## src/rtl/spi_pkg.sv

```systemverilog
// Shared SPI definitions: master FSM state encoding and link mode constants.
// The Nios-side slave and the benches import the same package so both ends
// agree on clock polarity, phase and bit order.
package spi_pkg;

  typedef enum logic [2:0] {
    IDLE,
    SETUP,
    XFER_HI,
    XFER_LO,
    HOLD,
    GAP
  } spi_state_t;

  // Mode 0, MSB first.
  localparam bit CPOL      = 1'b0;
  localparam bit CPHA      = 1'b0;
  localparam bit MSB_FIRST = 1'b1;

  // Counter width for a 0..n-1 range, never narrower than one bit.
  function automatic int cnt_width(input int n);
    return (n > 1) ? $clog2(n) : 1;
  endfunction

endpackage

```

## src/rtl/spi_tick_gen.sv

```systemverilog
// Phase timer for the SPI master: a down-counter that fires a one-cycle tick
// every CLK_DIV enabled cycles. Clear reloads the count so the first phase
// after leaving IDLE lasts exactly CLK_DIV cycles.
module spi_tick_gen
  import spi_pkg::*;
#(
  parameter int CLK_DIV = 4
) (
  input  logic clk_sys,
  input  logic rst,
  input  logic enable,
  input  logic clear,
  output logic tick
);

  localparam int CNT_W = cnt_width(CLK_DIV);
  localparam logic [CNT_W-1:0] LOAD = CNT_W'(CLK_DIV - 1);

  if (CLK_DIV < 1) begin : g_div_check
    $error("spi_tick_gen: CLK_DIV must be >= 1");
  end

  logic [CNT_W-1:0] cnt;

  // Down-count with reload on terminal count; clear wins over enable.
  always_ff @(posedge clk_sys) begin
    if (rst) begin
      cnt <= '0;
    end else if (clear) begin
      cnt <= LOAD;
    end else if (enable) begin
      if (cnt == '0) begin
        cnt <= LOAD;
      end else begin
        cnt <= cnt - CNT_W'(1);
      end
    end
  end

  assign tick = enable && !clear && (cnt == '0);

endmodule

```

## src/rtl/spi_master_32.sv

```systemverilog
// SPI mode-0 master issuing DATA_W-bit, MSB-first, full-duplex frames.
// Every output is a register; phases advance on ticks from spi_tick_gen.
//
//   state   | meaning
//   --------+-----------------------------------------------------------
//   IDLE    | CS high, waiting for iSTART
//   SETUP   | CS low, first MOSI bit presented, SCLK low
//   XFER_HI | SCLK high; MISO sampled on the first cycle of the phase
//   XFER_LO | SCLK low; next MOSI bit presented on the first cycle
//   HOLD    | CS still low after the last falling edge
//   GAP     | CS high, still busy; minimum deassert time before next frame
module spi_master_32
  import spi_pkg::*;
#(
  parameter int CLK_DIV = 4,
  parameter int DATA_W  = 32
) (
  input  logic              iCLK,
  input  logic              iRST,
  input  logic              iSTART,
  input  logic [DATA_W-1:0] iTX_DATA,
  output logic [DATA_W-1:0] oRX_DATA,
  output logic              oBUSY,
  output logic              oDONE,
  output logic              oSPI_CLK,
  output logic              oSPI_CS,
  output logic              oSPI_MOSI,
  input  logic              iSPI_MISO
);

  localparam int BIT_W = cnt_width(DATA_W);
  localparam logic [BIT_W-1:0] LAST_BIT = BIT_W'(DATA_W - 1);

  if (DATA_W < 2) begin : g_width_check
    $error("spi_master_32: DATA_W must be >= 2");
  end

  spi_state_t        state;
  logic [DATA_W-1:0] tx_sr;
  logic [DATA_W-1:0] rx_sr;
  logic [BIT_W-1:0]  bit_cnt;
  logic              phase_first;
  logic              tick;
  logic              tick_en;
  logic              tick_clr;
  logic              accept;

  assign tick_en  = (state != IDLE);
  assign tick_clr = (state == IDLE);

  spi_tick_gen #(
    .CLK_DIV(CLK_DIV)
  ) u_tick_gen (
    .clk_sys(iCLK),
    .rst    (iRST),
    .enable (tick_en),
    .clear  (tick_clr),
    .tick   (tick)
  );

  // A frame may start from IDLE, or directly at the end of GAP so that a
  // held iSTART gives back-to-back frames with only the GAP between them.
  assign accept = iSTART && ((state == IDLE) || ((state == GAP) && tick));

  // Frame sequencer, shift registers and registered link outputs.
  always_ff @(posedge iCLK) begin
    if (iRST) begin
      state       <= IDLE;
      tx_sr       <= '0;
      rx_sr       <= '0;
      bit_cnt     <= '0;
      phase_first <= 1'b0;
      oRX_DATA    <= '0;
      oBUSY       <= 1'b0;
      oDONE       <= 1'b0;
      oSPI_CLK    <= CPOL;
      oSPI_CS     <= 1'b1;
      oSPI_MOSI   <= 1'b0;
    end else begin
      oDONE       <= 1'b0;
      phase_first <= 1'b0;
      if (accept) begin
        tx_sr       <= iTX_DATA;
        oSPI_MOSI   <= iTX_DATA[DATA_W-1];
        oSPI_CS     <= 1'b0;
        oSPI_CLK    <= CPOL;
        oBUSY       <= 1'b1;
        bit_cnt     <= '0;
        phase_first <= 1'b1;
        state       <= SETUP;
      end else begin
        case (state)
          IDLE: begin
            oSPI_CS  <= 1'b1;
            oSPI_CLK <= CPOL;
          end
          SETUP: begin
            if (tick) begin
              oSPI_CLK    <= ~CPOL;
              phase_first <= 1'b1;
              state       <= XFER_HI;
            end
          end
          XFER_HI: begin
            if (phase_first) begin
              rx_sr <= {rx_sr[DATA_W-2:0], iSPI_MISO};
            end
            if (tick) begin
              oSPI_CLK    <= CPOL;
              phase_first <= 1'b1;
              state       <= XFER_LO;
            end
          end
          XFER_LO: begin
            // The last bit is left on MOSI; nothing follows it.
            if (phase_first && (bit_cnt != LAST_BIT)) begin
              tx_sr     <= tx_sr << 1;
              oSPI_MOSI <= tx_sr[DATA_W-2];
            end
            if (tick) begin
              phase_first <= 1'b1;
              if (bit_cnt == LAST_BIT) begin
                state <= HOLD;
              end else begin
                bit_cnt  <= bit_cnt + BIT_W'(1);
                oSPI_CLK <= ~CPOL;
                state    <= XFER_HI;
              end
            end
          end
          HOLD: begin
            if (tick) begin
              oSPI_CS     <= 1'b1;
              oDONE       <= 1'b1;
              oRX_DATA    <= rx_sr;
              phase_first <= 1'b1;
              state       <= GAP;
            end
          end
          GAP: begin
            if (tick) begin
              oBUSY <= 1'b0;
              state <= IDLE;
            end
          end
          default: begin
            oSPI_CS  <= 1'b1;
            oSPI_CLK <= CPOL;
            oBUSY    <= 1'b0;
            state    <= IDLE;
          end
        endcase
      end
    end
  end

endmodule

```

## config.mk

```make
export PLATFORM = sky130hd
export DESIGN_NAME = spi_master_32
export DESIGN_NICKNAME = d
export VERILOG_FILES = /design/src/rtl/spi_pkg.sv /design/src/rtl/spi_tick_gen.sv /design/src/rtl/spi_master_32.sv
export SDC_FILE = /design/constraint.sdc
export NUM_CORES = 1
export LEC_CHECK = 0
export ABC_AREA = 1
export CAP_MARGIN = 20
export CORE_ASPECT_RATIO = 0.9
export CORE_MARGIN = 1.5
export CORE_UTILIZATION = 45
export CTS_CLUSTER_DIAMETER = 150
export DETAILED_ROUTE_END_ITERATION = 8
export MAX_ROUTING_LAYER = met4
export PLACE_DENSITY = 0.69
export SYNTH_ARGS = -nofsm -noshare
export SYNTH_HDL_FRONTEND = slang
export SYNTH_SLANG_ARGS = --single-unit
export TNS_END_PERCENT = 5
```

## constraint.sdc

```tcl
create_clock -name iCLK -period 2.21 [get_ports iCLK]
set_input_delay 0.442 -clock iCLK [delete_from_list [all_inputs] [get_ports iCLK]]
set_output_delay 0.442 -clock iCLK [all_outputs]
set_load 0.02 [all_outputs]
```

==> results.yml <==
sta:
  fmax_mhz: 523.9
  min_period_ns: 1.909
  fin_skew_ns: 0.01007
  fin_tns_setup_ns: 0
  worst_pin_slew_ns: 0.5312
  slew_headroom_pct: 64.50
  finalSetupViolCount: 0
  rsz0062_at_grt: "false"
  fin_crit_sh_pct: 86.37
  hold_viol: 0
  slew_violations: 0
clock_tree:
  path_clk_slew_ns: 0.08
  cts-resized-gates: 0
  root_buffer: "clkbuf_16"
  cts_tree: "yes"
  post_cts_buffers: 0
  htreeDepth: 3
  clock-sinks: 111
  clockBufferDepth: 2
  cts_hold_buf: 0
  insertion_delay_ns: 0.34
  cts_made_buffers: 9
power_and_ir_drop:
  power_switching_mw: 1.030
  power.density_nw_per_um2: 740.6
  peakVddDrop_mv: 0.4129
  p_leak_nw: 2.163
  p_seq_share_pct: 49.6
  power.share.clock_pct: 40.4
  p_int_mw: 3.236
  sw_frac_of_total_pct: 24.14
  power_frac_comb_pct: 9.9
critical_path:
  cp.arrival_ns: 2.18
  r2r_slack_ns: 0.30
  worstPathRequired_ns: 2.48
  critPathLaunchType: "flip-flop"
  path_class: "flip-flop to flip-flop"
  crit_path_end_kind: "flip-flop"
  cp_max_fo: 22
synth:
  synthesis.area_per_instance_sq_um: 7.436
  ys_seq_area_share_pct: 46.91
  synth_cell_types: 28
  synth_seq_cells: 111
  synth_edf_count: 0
  synth_fp_nets: 676
  yosysTopAreaCell: "dfxtp_1"
  syn_inst: 637
  synth_area_sq_um: 4737
  synth_top_area_share_pct: 46.91
  ys_top_cells_by_area: "dfxtp_1 (47%), nand3_1 (14%), nand2_1 (12%), a21oi_1 (7.9%), nor2_1 (5.4%)"
  synth_flop_cell: "dfxtp_1"
  ys_warn_count: 0
  synthArstFlopShare_pct: 0
run_status:
  outcome: "complete, no violations"
global_route:
  grt_max_degree: 63
  antenna_found_initial: 0
  grt_pass1_vias: 3909
  grt_pass1_wl_um: 17930
  overflow: 0
  track_usage_pct: 19.79
final_layout:
  fillers: 984
  n_antenna_cell: 0
  final_cell_area_sq_um: 5761
  nets: 722
  mostFrequentLayoutCells: "nand2_1 (154), nand3_1 (134), dfxtp_1 (110)"
  layout-drive-gt1-share_pct: 6.696
  seqCellArea_sq_um: 2223
  multiInputGateArea_sq_um: 2160
  mostFrequentLayoutCell: "nand2_1"
  areaGrowthSynthToFinish_pct: 21.61
placed_design:
  gp_congestion: 0.8872
  dpl_cell_area_sq_um: 5443
  portBuffers: 72
  dp_hpwl_um: 6703
floorplanning:
  initial_utilization_pct: 46.23
  die_area_sq_um: 11150
  io_pins: 73
  core.rowCount: 35
  die_h_um: 100.3
  coreArea_sq_um: 10250
  die_width_um: 111.2
detailed_routing:
  initialDrtViolationCount: 232
  wl_per_cell_um: 12.60
  first_pass_iters: 5
  drc: 0
  drt-total-wl_um: 10280
  vias: 4239
  viasPerCell: 5.195
  antenna_left: 0
min_path:
  min_path_type: "flip-flop to flip-flop"
run:
  maxCapViolCount: 0
[stage by stage]
stage               hold WS [ns]  power (mW)  utilization [%]  setup slack, ns  instances
finish                    0.4604       4.266            56.21           0.3013        816
global route              0.4723       4.462            56.21          0.09282        816
CTS                       0.4635       4.305            56.21           0.2930        816
detailed placement        0.4502       2.587            53.11           0.3175        801
global placement          0.4471       2.579            53.11           0.3596        801
floorplan                 0.4307       2.450                -           0.5856        637
[path summary, 6_finish.rpt]
check | from | endpoint | cells after the start
max | bit_cnt[0] | oSPI_MOSI | 12
min | u_tick_gen.cnt[0] | u_tick_gen.cnt[0] | 1
max reg2reg | bit_cnt[0] | oSPI_MOSI | 12
min reg2reg | u_tick_gen.cnt[0] | u_tick_gen.cnt[0] | 1
[cell type report]
cell class / count / share of cell area [%]
repair buffers: 84 / 14.64
well taps: 129 / 2.802
multi-input cells: 463 / 37.49
clock inverters: 6 / 1.607
inverters: 14 / 0.9557
clock buffers: 9 / 3.910
flip-flops and latches: 111 / 38.60
[cell families (layout without fill, tap and decap cells)]
group | count (synthesis) | in the layout | share of synthesized area (%)
adder cells (fa/ha/maj) | 3 | 3 | 0.7925
AND/OR/NAND/NOR | 375 | 375 | 35.34
buffers and inverters | 63 | 113 | 7.501
XOR/XNOR | 3 | 3 | 0.5548
AO/OA/AOI/OAI | 82 | 82 | 8.901
flip-flops | 111 | 111 | 46.91
[power groups by stage]
stage / Sequential (mW) / Combinational [mW] / Clock (mW)
final: 2.12 / 0.424 / 1.72
after global routing: 2.13 / 0.478 / 1.86
after CTS: 2.12 / 0.427 / 1.76
after detailed placement: 2.16 / 0.424 / 0
after global placement: 2.16 / 0.418 / 0
after floorplan: 2.15 / 0.299 / 0
[critical path: stages (launching register included)]
cell     delay, ns
dfxtp_1       0.34
ha_1          0.22
nand2_1       0.07
nor2_1        0.04
ha_1          0.19
inv_1         0.07
nand2_2       0.08
nor2_8        0.21
buf_4         0.29
nand3_1       0.10
nand3_1       0.09
nand2_1       0.05
nor2_1        0.10
[flip-flops by register name, summed over array words and instances, names as in the netlist]
signal and count:
oRX_DATA 32, state 3, tx_sr 31, oBUSY 1, rx_sr 32, oDONE 1, phase_first 1, oSPI_CS 1
u_tick_gen.cnt 2, bit_cnt 5, oSPI_MOSI 1, oSPI_CLK 1
[metal layers]
metal  GRT usage, %  wire length [um]
met3          4.710               383
met2          32.76              4885
met4          4.479                92
met5              -                 0
met1          24.85              4921
[synth_stat cells, types with 3 or more instances]
| cell type | number |
|---|---|
| nand2_1 | 154 |
| clkbuf_1 | 16 |
| inv_1 | 11 |
| dfxtp_1 | 111 |
| buf_2 | 9 |
| nand2_2 | 4 |
| o21ai_0 | 3 |
| ha_1 | 3 |
| nand3_1 | 134 |
| buf_4 | 12 |
| buf_6 | 8 |
| nand2_4 | 4 |
| a21oi_1 | 75 |
| nor2_4 | 3 |
| nor2_1 | 68 |
| nand4_1 | 3 |
| buf_1 | 4 |
| xor2_1 | 3 |
(Power assumes the default switching activity.)
